$ cat src/rtl/alu_arb_pkg.sv
// Shared types and widths for the two-requester ALU arbiter/sequencer.
package alu_arb_pkg;

  localparam int ALU_OP_W  = 2;
  localparam int ALU_IN_W  = 8;
  localparam int ALU_OUT_W = 17;
  localparam int ID_W      = 1;

  typedef enum logic [1:0] {
    IDLE,
    EXEC,
    RESP
  } state_t;

  typedef enum logic [ALU_OP_W-1:0] {
    OP_ADD,
    OP_SUB,
    OP_MUL,
    OP_XOR
  } alu_op_t;

  typedef struct packed {
    logic [ALU_IN_W-1:0] a;
    logic [ALU_IN_W-1:0] b;
    logic [ALU_OP_W-1:0] op;
    logic [ID_W-1:0]     id;
  } req_t;

endpackage

$ cat src/rtl/ALU.sv
// Shared combinational ALU: add, subtract (17-bit wrap), multiply, xor.
module ALU
  import alu_arb_pkg::*;
(
  input  logic [ALU_IN_W-1:0]  a,
  input  logic [ALU_IN_W-1:0]  b,
  input  logic [ALU_OP_W-1:0]  op,
  output logic [ALU_OUT_W-1:0] y
);

  always_comb begin
    y = '0;
    case (alu_op_t'(op))
      OP_ADD:  y = ALU_OUT_W'(a) + ALU_OUT_W'(b);
      OP_SUB:  y = ALU_OUT_W'(a) - ALU_OUT_W'(b);
      OP_MUL:  y = ALU_OUT_W'(a) * ALU_OUT_W'(b);
      OP_XOR:  y = ALU_OUT_W'(a ^ b);
      default: y = '0;
    endcase
  end

endmodule

$ cat src/rtl/rr_arb2.sv
// Two-input round-robin grant; on a tie the requester not granted last wins.
module rr_arb2 (
  input  logic       clk,
  input  logic       rst_n,
  input  logic [1:0] valid,
  input  logic       update,
  output logic       grant,
  output logic       grant_valid
);

  logic last_id;

  always_comb begin
    grant_valid = |valid;
    if (valid == 2'b11) grant = ~last_id;
    else                grant = valid[1];
  end

  // Reset to 1 so requester 0 takes the first tie.
  always_ff @(posedge clk) begin
    if (!rst_n)      last_id <= 1'b1;
    else if (update) last_id <= grant;
  end

endmodule

$ cat src/rtl/alu_arbiter.sv
// Round-robin sequencer that owns the single ALU instance and returns tagged,
// registered results over a valid/ready response handshake.
module alu_arbiter
  import alu_arb_pkg::*;
#(
  parameter int CNT_W = 16
) (
  input  logic                 i_clk,
  input  logic                 i_rst_n,
  input  logic                 i_req0_valid,
  output logic                 o_req0_ready,
  input  logic [ALU_IN_W-1:0]  i_req0_a,
  input  logic [ALU_IN_W-1:0]  i_req0_b,
  input  logic [ALU_OP_W-1:0]  i_req0_op,
  input  logic                 i_req1_valid,
  output logic                 o_req1_ready,
  input  logic [ALU_IN_W-1:0]  i_req1_a,
  input  logic [ALU_IN_W-1:0]  i_req1_b,
  input  logic [ALU_OP_W-1:0]  i_req1_op,
  output logic                 o_rsp_valid,
  input  logic                 i_rsp_ready,
  output logic [ID_W-1:0]      o_rsp_id,
  output logic [ALU_OUT_W-1:0] o_rsp_data,
  output logic                 o_busy,
  output logic [CNT_W-1:0]     o_op_count
);

  state_t               state;
  req_t                 lat;
  req_t                 win_req;
  logic                 grant;
  logic                 grant_valid;
  logic                 accept;
  logic [ALU_OUT_W-1:0] alu_y;

  assign accept       = i_rst_n && (state == IDLE) && grant_valid;
  assign o_req0_ready = accept && !grant;
  assign o_req1_ready = accept && grant;

  rr_arb2 u_arb (
    .clk         (i_clk),
    .rst_n       (i_rst_n),
    .valid       ({i_req1_valid, i_req0_valid}),
    .update      (accept),
    .grant       (grant),
    .grant_valid (grant_valid)
  );

  // The ALU only ever sees the latched request, never the request ports.
  ALU u_alu (
    .a  (lat.a),
    .b  (lat.b),
    .op (lat.op),
    .y  (alu_y)
  );

  always_comb begin
    win_req = '0;
    if (grant) win_req = '{a: i_req1_a, b: i_req1_b, op: i_req1_op, id: 1'b1};
    else       win_req = '{a: i_req0_a, b: i_req0_b, op: i_req0_op, id: 1'b0};
  end

  // Reset drops any in-flight operation without responding or counting it.
  always_ff @(posedge i_clk) begin
    if (!i_rst_n) begin
      state       <= IDLE;
      lat         <= '0;
      o_rsp_valid <= 1'b0;
      o_rsp_id    <= '0;
      o_rsp_data  <= '0;
      o_busy      <= 1'b0;
      o_op_count  <= '0;
    end else begin
      case (state)
        IDLE: begin
          if (accept) begin
            lat    <= win_req;
            o_busy <= 1'b1;
            state  <= EXEC;
          end
        end
        EXEC: begin
          o_rsp_data  <= alu_y;
          o_rsp_id    <= lat.id;
          o_rsp_valid <= 1'b1;
          state       <= RESP;
        end
        RESP: begin
          if (i_rsp_ready) begin
            o_rsp_valid <= 1'b0;
            o_busy      <= 1'b0;
            o_op_count  <= o_op_count + CNT_W'(1);
            state       <= IDLE;
          end
        end
        default: state <= IDLE;
      endcase
    end
  end

endmodule

$ cat config.mk
export PLATFORM = sky130hd
export DESIGN_NAME = alu_arbiter
export DESIGN_NICKNAME = d
export VERILOG_FILES = /design/src/rtl/alu_arb_pkg.sv /design/src/rtl/ALU.sv /design/src/rtl/rr_arb2.sv /design/src/rtl/alu_arbiter.sv
export SDC_FILE = /design/constraint.sdc
export NUM_CORES = 1
export LEC_CHECK = 0
export ABC_CLOCK_PERIOD_IN_PS = 4500
export CORE_UTILIZATION = 30
export CTS_CLUSTER_DIAMETER = 120
export CTS_CLUSTER_SIZE = 20
export DETAILED_ROUTE_END_ITERATION = 10
export PLACE_DENSITY = 0.63
export RECOVER_POWER = 25
export SYNTH_ARGS = -nofsm -noshare
export SYNTH_HDL_FRONTEND = slang
export SYNTH_SLANG_ARGS = --single-unit
export TNS_END_PERCENT = 10
$ cat constraint.sdc
create_clock -name i_clk -period 4.5 [get_ports i_clk]
set_input_delay 0.675 -clock i_clk [delete_from_list [all_inputs] [get_ports i_clk]]
set_output_delay 0.675 -clock i_clk [all_outputs]
set_load 0.05 [all_outputs]
# Word-level counts from Yosys, hierarchy flattened
# Index checks and enable logic that the tools add are counted.
# Widths: inputs -> output; s select.
[word_totals]
out_inout_bits = 38
reg_bits = 58
in_bits = 41
[op_classes]
addsub = 3
muxes = 10
reduce_logical = 15
n_mul = 1
n_bitwise = 2
n_eq_ne = 8
[op_table]
columns = ["op", "count"]
rows = [
  ["$pmux 17 s4", 1],
  ["$mux 19", 1],
  ["$add 16x1->16 const B", 1],
  ["$mul 8x8->16", 1],
  ["$add 8x8->9", 1],
  ["$sub 8x8->9", 1],
  ["$eq 2x2->1 const B", 4],
  ["$reduce_and 2->1", 4],
  ["$xor 8x8->8", 1],
  ["$pmux 2 s3", 1],
  ["$eq 2x1->1 const B", 2],
  ["$logic_and 1x1->1", 4],
  ["$logic_not 2->1", 2],
  ["$mux 2", 2],
  ["$ne 2x2->1 const B", 2],
  ["$pmux 1 s2", 2],
  ["$reduce_bool 2->1", 2],
  ["$mux 1", 3],
  ["$reduce_and 3->1", 1],
  ["$reduce_or 2->1", 1],
  ["$logic_not 1->1", 1],
  ["$not 1->1", 1],
]

# Depth between registers and ports, before layout
# Gate-level depths: netlist (run 1).
[depth]
depth_word = 5
depth_mapped = 18

# Hierarchy
# Synthesis (run 1) repeated with hierarchy kept, for this count alone.
[unflattened]
hier_cells = 653
hier_area_um2 = 5475.3
[modules_own_cells]
columns = ["mod", "cells_each", "area_each_um2", "n_inst", "seq_area_each_um2"]
rows = [
  ["ALU", 381, 3044.2, 1, 0.0],
  ["alu_arbiter", 266, 2378.5, 1, 1141.1],
  ["rr_arb2", 6, 52.6, 1, 20.0],
]

# Worst setup path after synthesis (run 1)
# No wires, ideal clock.
[synth_timing]
path_kind = "register to register"
start = "register lat[12] (netlist name)"
end = "register o_rsp_data[12]"
period_less_slack_ns = 4.518
t_arrival_ns = 4.397
setup_time_ns = 0.122
slack_ns = -0.018
path_stages_with_launch = 16
path_cell_list = "dfxtp_1 inv_1 nor2_1 fa_1 fa_1 fa_1 inv_1 fa_1 inv_1 ha_1 and2_1 a221oi_2 o2bb2ai_1 nor4b_1 a311oi_1 a221o_1"
[synth_via]
elab_chain_len = 2
word_cells_on_any_way = 3
cone_classes = "1 x add/sub; 1 x mul; 1 x mux"
[synth_rtl]
columns = ["item", "line", "source"]
rows = [
  ["start, declared", "alu_arbiter.sv:29", "req_t lat;"],
  ["start signal, assigned", "alu_arbiter.sv:77", "lat <= win_req;"],
  ["$mul 8x8->16 or $sub 8x8->9 (tied branches)", "ALU.sv:16, ALU.sv:15", ""],
  ["$pmux 17 s4 (*)", "ALU.sv:13", "case (alu_op_t'(op))"],
  ["end signal, assigned", "alu_arbiter.sv:83", "o_rsp_data <= alu_y;"],
  ["end, declared", "alu_arbiter.sv:23", "output logic [ALU_OUT_W-1:0] o_rsp_data,"],
]
# Every way passes the cells marked *; elsewhere a longest branch is shown, timed or not.
# A chain may end at the register's enable or synchronous reset.

# Worst setup path in the final report (run 1)
[layout_timing]
start = "register lat[12] (netlist name)"
end = "register o_rsp_data[10]"
# The elaborated chain is that of the path after synthesis.

==> impl_metrics.toml, run 1 <==
[sta]
period_needed_ns = 4.33
worst_pin_slew_ns = 2.14
setup_viol = 0
rsz0062_at_grt = "false"
fin_tns_setup_ns = 0
fmax_mhz = 231
hold_viol = 0
slew_headroom_pct = -42.4
drv_slew = 56
clock_skew_ns = 0.00888
final.period_utilization_pct = 96.2
hold_ws_ns = 0.462

[job]
cap_viol_max_count = 1

[floorplanning]
die_w_um = 135
start_util_pct = 30.6
core-area_sq_um = 17300
die_h_um = 135
die_area_sq_um = 18200
num_rows = 48
io_pins = 79

[placed_design]
gp_congestion = 0.882
placed_area_sq_um = 6530
dp_hpwl_um = 10900
io_buffer_count = 78

[pwr]
p_int_uw = 1260
power.density_cell_area_nw_per_um2 = 267
totalPowerFinal_uw = 1850
p_sw_share_pct = 32.3
power_frac_comb_pct = 32.0
ir_drop_mv = 0.146
seqPwrFrac_pct = 31.9
clkPwrFrac_pct = 36.1
switchingPower_uw = 599
power_leakage_uw = 0.00324

[route]
vias = 4495
drt-total-wl_um = 13500
wl_per_cell_um = 14.4
wl_met2_um = 6100
drtPass1Iterations = 5
wl_met3_um = 500
remaining_drc_errors = 0
detail_route.iter0.violations = 236
met1_length_um = 6760
via_per_inst = 4.81
topRoutingLayerUsed = "met4"
ant_nets = 0

[clock_tree]
ctsHoldBuffers = 0
clk_pin_slew_ns = 0.05
clock_path_buffers = 2
cts_root_buffer = "clkbuf_16"
cts_tree = "built"
htreeDepth = 3
clk_latency_ns = 0.32
cts_made_buffers = 9
cts_sinks = 58

[global_routing]
grt_max_degree = 56
grt_pass1_wl_um = 22500
antenna_found_initial = 0
grt-ovfl-total = 0
grt_pass1_vias = 4552
track_usage_pct = 15.7

[setup_path]
cp.required_ns = 4.70
cp_max_fo = 5
end_kind = "register"
worstPathArrival_ns = 4.53
critPathKind = "register to register"
cp-start-kind = "register"

[logic_synthesis]
yosys_warnings = 0
syn_inst = 603
synth_area_sq_um = 5300
yosysUniqueCellTypes = 64
synth_nets = 735
syn_area_per_cell_sq_um = 8.79
synth_ff_type = "dfxtp_1"
ys_async_sr_fraction_pct = 0
synth-seq-cells = 58
yosysSeqAreaShare_pct = 21.9
synth-edff-count = 0

[final_layout]
n_fill_cell = 1732
design_area_sq_um = 6940
drive_gt1_share_pct = 12.4
nets = 839
areaGrowthSynthToFinish_pct = 30.9
fin_util_pct = 40.1
antenna_cells = 0

[status]
outcome = "complete, but fails checks"
violations = "max-capacitance violations, max-slew violations"

[hold_path]
hold_class = "register to register"
-- registers in the layout (all words and copies together), names as in the netlist --
name           flops
o_rsp_valid        1
o_op_count        16
o_busy             1
u_arb.last_id      1
o_rsp_id           1
o_rsp_data        17
state              2
lat               19
-- path summary, 6_finish.rpt --
path	from	to	slack, ns	depth (start not counted)
setup / recovery	lat[12]	o_rsp_data[10]	0.17	17
hold / removal	o_rsp_data[0]	o_rsp_data[0]	0.46	2
setup reg to reg	lat[12]	o_rsp_data[10]	0.17	17
hold reg to reg	o_rsp_data[0]	o_rsp_data[0]	0.46	2
-- Yosys cell counts (8+ instances only) --
master | number | area, sq um
a21boi_0 | 8 | 60.1
a21oi_1 | 24 | 120
and2_1 | 51 | 319
clkbuf_1 | 17 | 63.8
dfxtp_1 | 58 | 1160
fa_1 | 38 | 761
ha_1 | 53 | 663
inv_1 | 63 | 236
mux2i_1 | 21 | 210
nand2_1 | 66 | 248
nand3_1 | 9 | 45.0
nor2_1 | 26 | 97.6
nor2b_1 | 9 | 56.3
o211a_1 | 19 | 190
o21ai_0 | 23 | 115
xnor2_1 | 20 | 175
-- layout by cell type, fill, tap and decap left out, drive strengths merged, types with 4 or more instances in the layout --
cell,netlist,layout
dfxtp,58,58
a211oi,6,6
clkdlybuf4s50,0,71
o21ai,23,23
a31oi,4,4
dlygate4sd3,0,5
ha,53,53
nor2,26,26
nor2b,9,9
xnor2,20,20
a21boi,9,9
clkbuf,18,12
nand2b,5,5
and3,4,4
o211a,19,19
nor3,6,6
fa,38,38
inv,63,62
nand3,9,9
and2,53,53
nand2,66,66
a21oi,25,25
mux2i,21,21
a221o,5,5
a21o,4,4
xor2,6,6
buf,4,38
-- power groups by stage --
stage               clock, uW  combinational [uW]  sequential (uW)
global route              706                 660              597
floorplan                   0                 335              640
global placement            0                 576              598
detailed placement          0                 580              599
finish                    670                 594              591
CTS                       684                 583              588
-- critical path: stages (launching register included) --
cell and delay [ns]:
dfxtp_4 0.36, inv_1 0.11, buf_4 0.17, nor2_1 0.07, fa_2 0.39, fa_1 0.54, inv_1 0.05, fa_1 0.46
fa_1 0.55, inv_1 0.04, ha_1 0.35, o21ai_0 0.14, nor2_1 0.19, o2bb2ai_1 0.17, buf_4 0.16, nor2_1 0.05
xnor2_1 0.12, a221o_1 0.28
-- layer usage --
layer / vias to the layer above / global-route usage, %
met3: 11 / 2.36
met2: 98 / 25.4
met5: - / 0
met4: 0 / 3.93
li1: 2277 / -
met1: 2109 / 21.8
-- layout make-up --
class,instances,area [sq um],area share [%]
timing repair buffer,115,1090,15.7
sequential,58,1190,17.1
multi-input combinational,460,3840,55.4
inverter,63,240,3.46
clock buffer,11,253,3.64
clock inverter,3,40.0,0.577
tap,225,282,4.06
-- kinds of logic after synthesis --
family,Yosys count,synth area share (%)
buffers and inverters,85,6.54
adder cells (fa/ha/maj),91,26.9
flip-flops,58,21.9
multiplexers,21,3.97
AO/OA/AOI/OAI,124,17.1
XOR/XNOR,26,4.30
AND/OR/NAND/NOR,198,19.3
-- stage by stage --
stage                     cells  setup slack, ns
after floorplan             603           0.0651
after global placement      917            0.102
after detailed placement    917           0.0557
after CTS                   931           0.0215
after global routing        935           0.0207
final                       935            0.169
-- repair_timing --
item / in CTS / in global routing
setup endpoints to repair: 0 / 6
buffers inserted: 0 / 4
gates resized for setup: 0 / 33
Power figures use the tool's default switching activity.
==> run 2: changes to the inputs <==
--- a/config.mk
+++ b/config.mk
@@ -5,13 +5,14 @@
 export SDC_FILE = /design/constraint.sdc
 export NUM_CORES = 1
 export LEC_CHECK = 0
-export ABC_CLOCK_PERIOD_IN_PS = 4500
+export ABC_CLOCK_PERIOD_IN_PS = 4480
 export CORE_UTILIZATION = 30
 export CTS_CLUSTER_DIAMETER = 120
 export CTS_CLUSTER_SIZE = 20
 export DETAILED_ROUTE_END_ITERATION = 10
-export PLACE_DENSITY = 0.63
+export PLACE_DENSITY = 0.61
 export RECOVER_POWER = 25
+export SETUP_SLACK_MARGIN = 0.02
 export SYNTH_ARGS = -nofsm -noshare
 export SYNTH_HDL_FRONTEND = slang
 export SYNTH_SLANG_ARGS = --single-unit
==> constraint.sdc (replaced) <==
create_clock -name i_clk -period 4.48 [get_ports i_clk]
set_input_delay 0.672 -clock i_clk [delete_from_list [all_inputs] [get_ports i_clk]]
set_output_delay 0.672 -clock i_clk [all_outputs]
set_load 0.05 [all_outputs]
==> run 2 against run 1 <==
Effect of this change:
- the flow finishes with violations (max-capacitance violations)
- final cell count grew 0.21%
- register-to-register slack improved by 0.02 ns
- core utilization decreased by 0.30 points
- first-iteration DRC count fell by 5.5%
- via count rose by 0.20%
- combinational power decreased by 3%
- critical endpoint is now o_rsp_data[15]
==> impl_metrics.toml, run 2 (same netlist as run 1, synthesis figures left out) <==
[placed_design]
dp_hpwl_um = 10800
io_buffer_count = 78
post-place-cells = 919
place_ws_ns = 0.0107
gp_congestion = 0.849

[setup_path]
slowest_delay_ns = 0.56
cpLargestDelayFamily = "adder cells"
path_depth = 15
rrSetupSlack_ns = 0.18
end_kind = "register"
critPathKind = "register to register"
crit-reg2reg-launch = "lat[7]"
worstPathArrival_ns = 4.51
endpoint = "o_rsp_data[15]"
crit_slowest_cell = "fa_1"
worst-path-buf-inv = 3
crit_top_cell = "fa_1"
startpoint = "lat[7]"
cp-start-kind = "register"
cp_max_fo = 4
cp.required_ns = 4.70
worstPathCellList = "buf_4, and2_1, fa_1, fa_1, fa_1, inv_1, fa_1, inv_1, ha_2, a21o_1, a221o_1, a31o_1, a311oi_2, xnor2_1, o22ai_2"
ff2ff_path_depth = 15
r2r-end = "o_rsp_data[15]"

[sta]
final.period_utilization_pct = 95.9
clock_skew_ns = 0.00961
period_needed_ns = 4.30
setup_viol = 0
drv_slew = 0
hold_viol = 0
worst_pin_slew_ns = 1.49
fmax_mhz = 233
setup_ws_ns = 0.184
rsz0062_at_grt = "true"
fin_tns_setup_ns = 0
slew_headroom_pct = 0.755

[global_routing]
grt_pass1_vias = 4395
grt-ovfl-total = 0
track_usage_pct = 15.7
antenna_found_initial = 0
grt_pass1_wl_um = 22400
grt_max_degree = 56

[floorplanning]
num_rows = 48
core-area_sq_um = 17300
die_area_sq_um = 18200
die_h_um = 135
io_pins = 79
die_w_um = 135
start_util_pct = 30.6

[status]
outcome = "complete, but fails checks"
violations = "max-capacitance violations"

[pwr]
seqPwrFrac_pct = 32.0
power_frac_comb_pct = 30.8
totalPowerFinal_uw = 1870
clkPwrFrac_pct = 37.2
power.density_cell_area_nw_per_um2 = 272
ir_drop_mv = 0.184
power_leakage_uw = 0.00323
switchingPower_uw = 631
p_int_uw = 1240
p_sw_share_pct = 33.6

[final_layout]
antenna_cells = 0
layout_commonest_cell = "clkdlybuf4s50_1"
fin_util_pct = 39.8
n_fill_cell = 1787
largestRegisters = "lat x19, o_rsp_data x17, o_op_count x16"
drive_gt1_share_pct = 11.7
largest_register = "lat"
largest_register_ffs = 19
final_cell_mix = "clkdlybuf4s50_1, nand2_1, inv_1, ha_1, dfxtp_1"
nets = 839
areaGrowthSynthToFinish_pct = 30.0
layout.cells.non_filler = 937

[clock_tree]
clk_latency_ns = 0.34
clk_pin_slew_ns = 0.05
cts_tree = "built"
cts_root_buffer = "clkbuf_16"
ctsHoldBuffers = 0
cts_sinks = 58
htreeDepth = 3
cts_made_buffers = 9
clock_path_buffers = 2

[route]
vias = 4504
drt-total-wl_um = 13400
detail_route.iter0.violations = 223
wl_per_cell_um = 14.3
via_per_inst = 4.81
drtPass1Iterations = 4
ant_nets = 0
remaining_drc_errors = 0

[job]
cap_viol_max_count = 1

[hold_path]
hold_class = "register to register"
-- run 2: changes by cell type in the layout (fill, tap and decap cells not counted), sizes merged --
cell / previous run / this run
buf: 38 / 37
clkdlybuf4s50: 71 / 75
clkinv: 2 / 4
clkinvlp: 1 / 0
dlygate4sd3: 5 / 2
inv: 62 / 63
-- run 2: how the worst min path moves through the flow --
stage	startpoint	to	slack [ns]	cells past startpoint
5_1_grt	o_rsp_id	o_rsp_id	0.49	2
3_5_place_dp	o_rsp_data[2]	o_rsp_data[2]	0.46	2
3_3_place_gp	o_rsp_data[2]	o_rsp_data[2]	0.45	2
2_1_floorplan	lat[0]	o_rsp_id	0.44	2
4_1_cts	o_rsp_data[2]	o_rsp_data[2]	0.47	2
6_report	o_rsp_id	o_rsp_id	0.46	2
-- run 2: area by class of cell --
| class | count | area [sq um] | share of cell area (%) |
|---|---|---|---|
| Clock buffer | 11 | 243 | 3.52 |
| Clock inverter | 5 | 53.8 | 0.781 |
| Inverter | 63 | 236 | 3.43 |
| Multi-Input combinational cell | 460 | 3830 | 55.6 |
| Sequential cell | 58 | 1190 | 17.3 |
| Tap cell | 225 | 282 | 4.09 |
| Timing Repair Buffer | 115 | 1050 | 15.2 |
-- run 2: power groups by stage --
stage,Combinational (uW),Sequential (uW),Clock (uW)
floorplan,336,643,0
global placement,571,609,0
detailed placement,571,609,0
CTS,575,599,713
global route,641,607,738
finish,578,600,697
-- run 2: layer usage --
metal / track usage, % / share of wire, % / vias to the layer above
li1: - / - / 2276
met1: 21.3 / 47 / 2108
met2: 25.2 / 47 / 105
met3: 2.33 / 3.8 / 15
met4: 5.68 / 2.1 / 0
met5: 0 / 0 / -
-- run 2: timing repair --
action / 4_1_cts / 5_1_grt
endpoints found under the setup margin: 3 / 8
buffers inserted: 0 / 2
resized for setup: 1 / 25
endpoints found under the hold margin: 0 / 0
pin swaps: 0 / 12
gates cloned: 0 / 0
-- run 2: through the flow --
stage	cell area [sq um]	hold WS, ns
CTS	6820	0.468
floorplan	5300	0.436
global route	6890	0.494
finish	6890	0.463
detailed placement	6520	0.460
global placement	6520	0.453
-- run 2: tightest hold or removal path, cell delays in order (launching register included) --
cell	delay, ns
dfxtp_1	0.30
nand2_1	0.05
a21boi_0	0.06
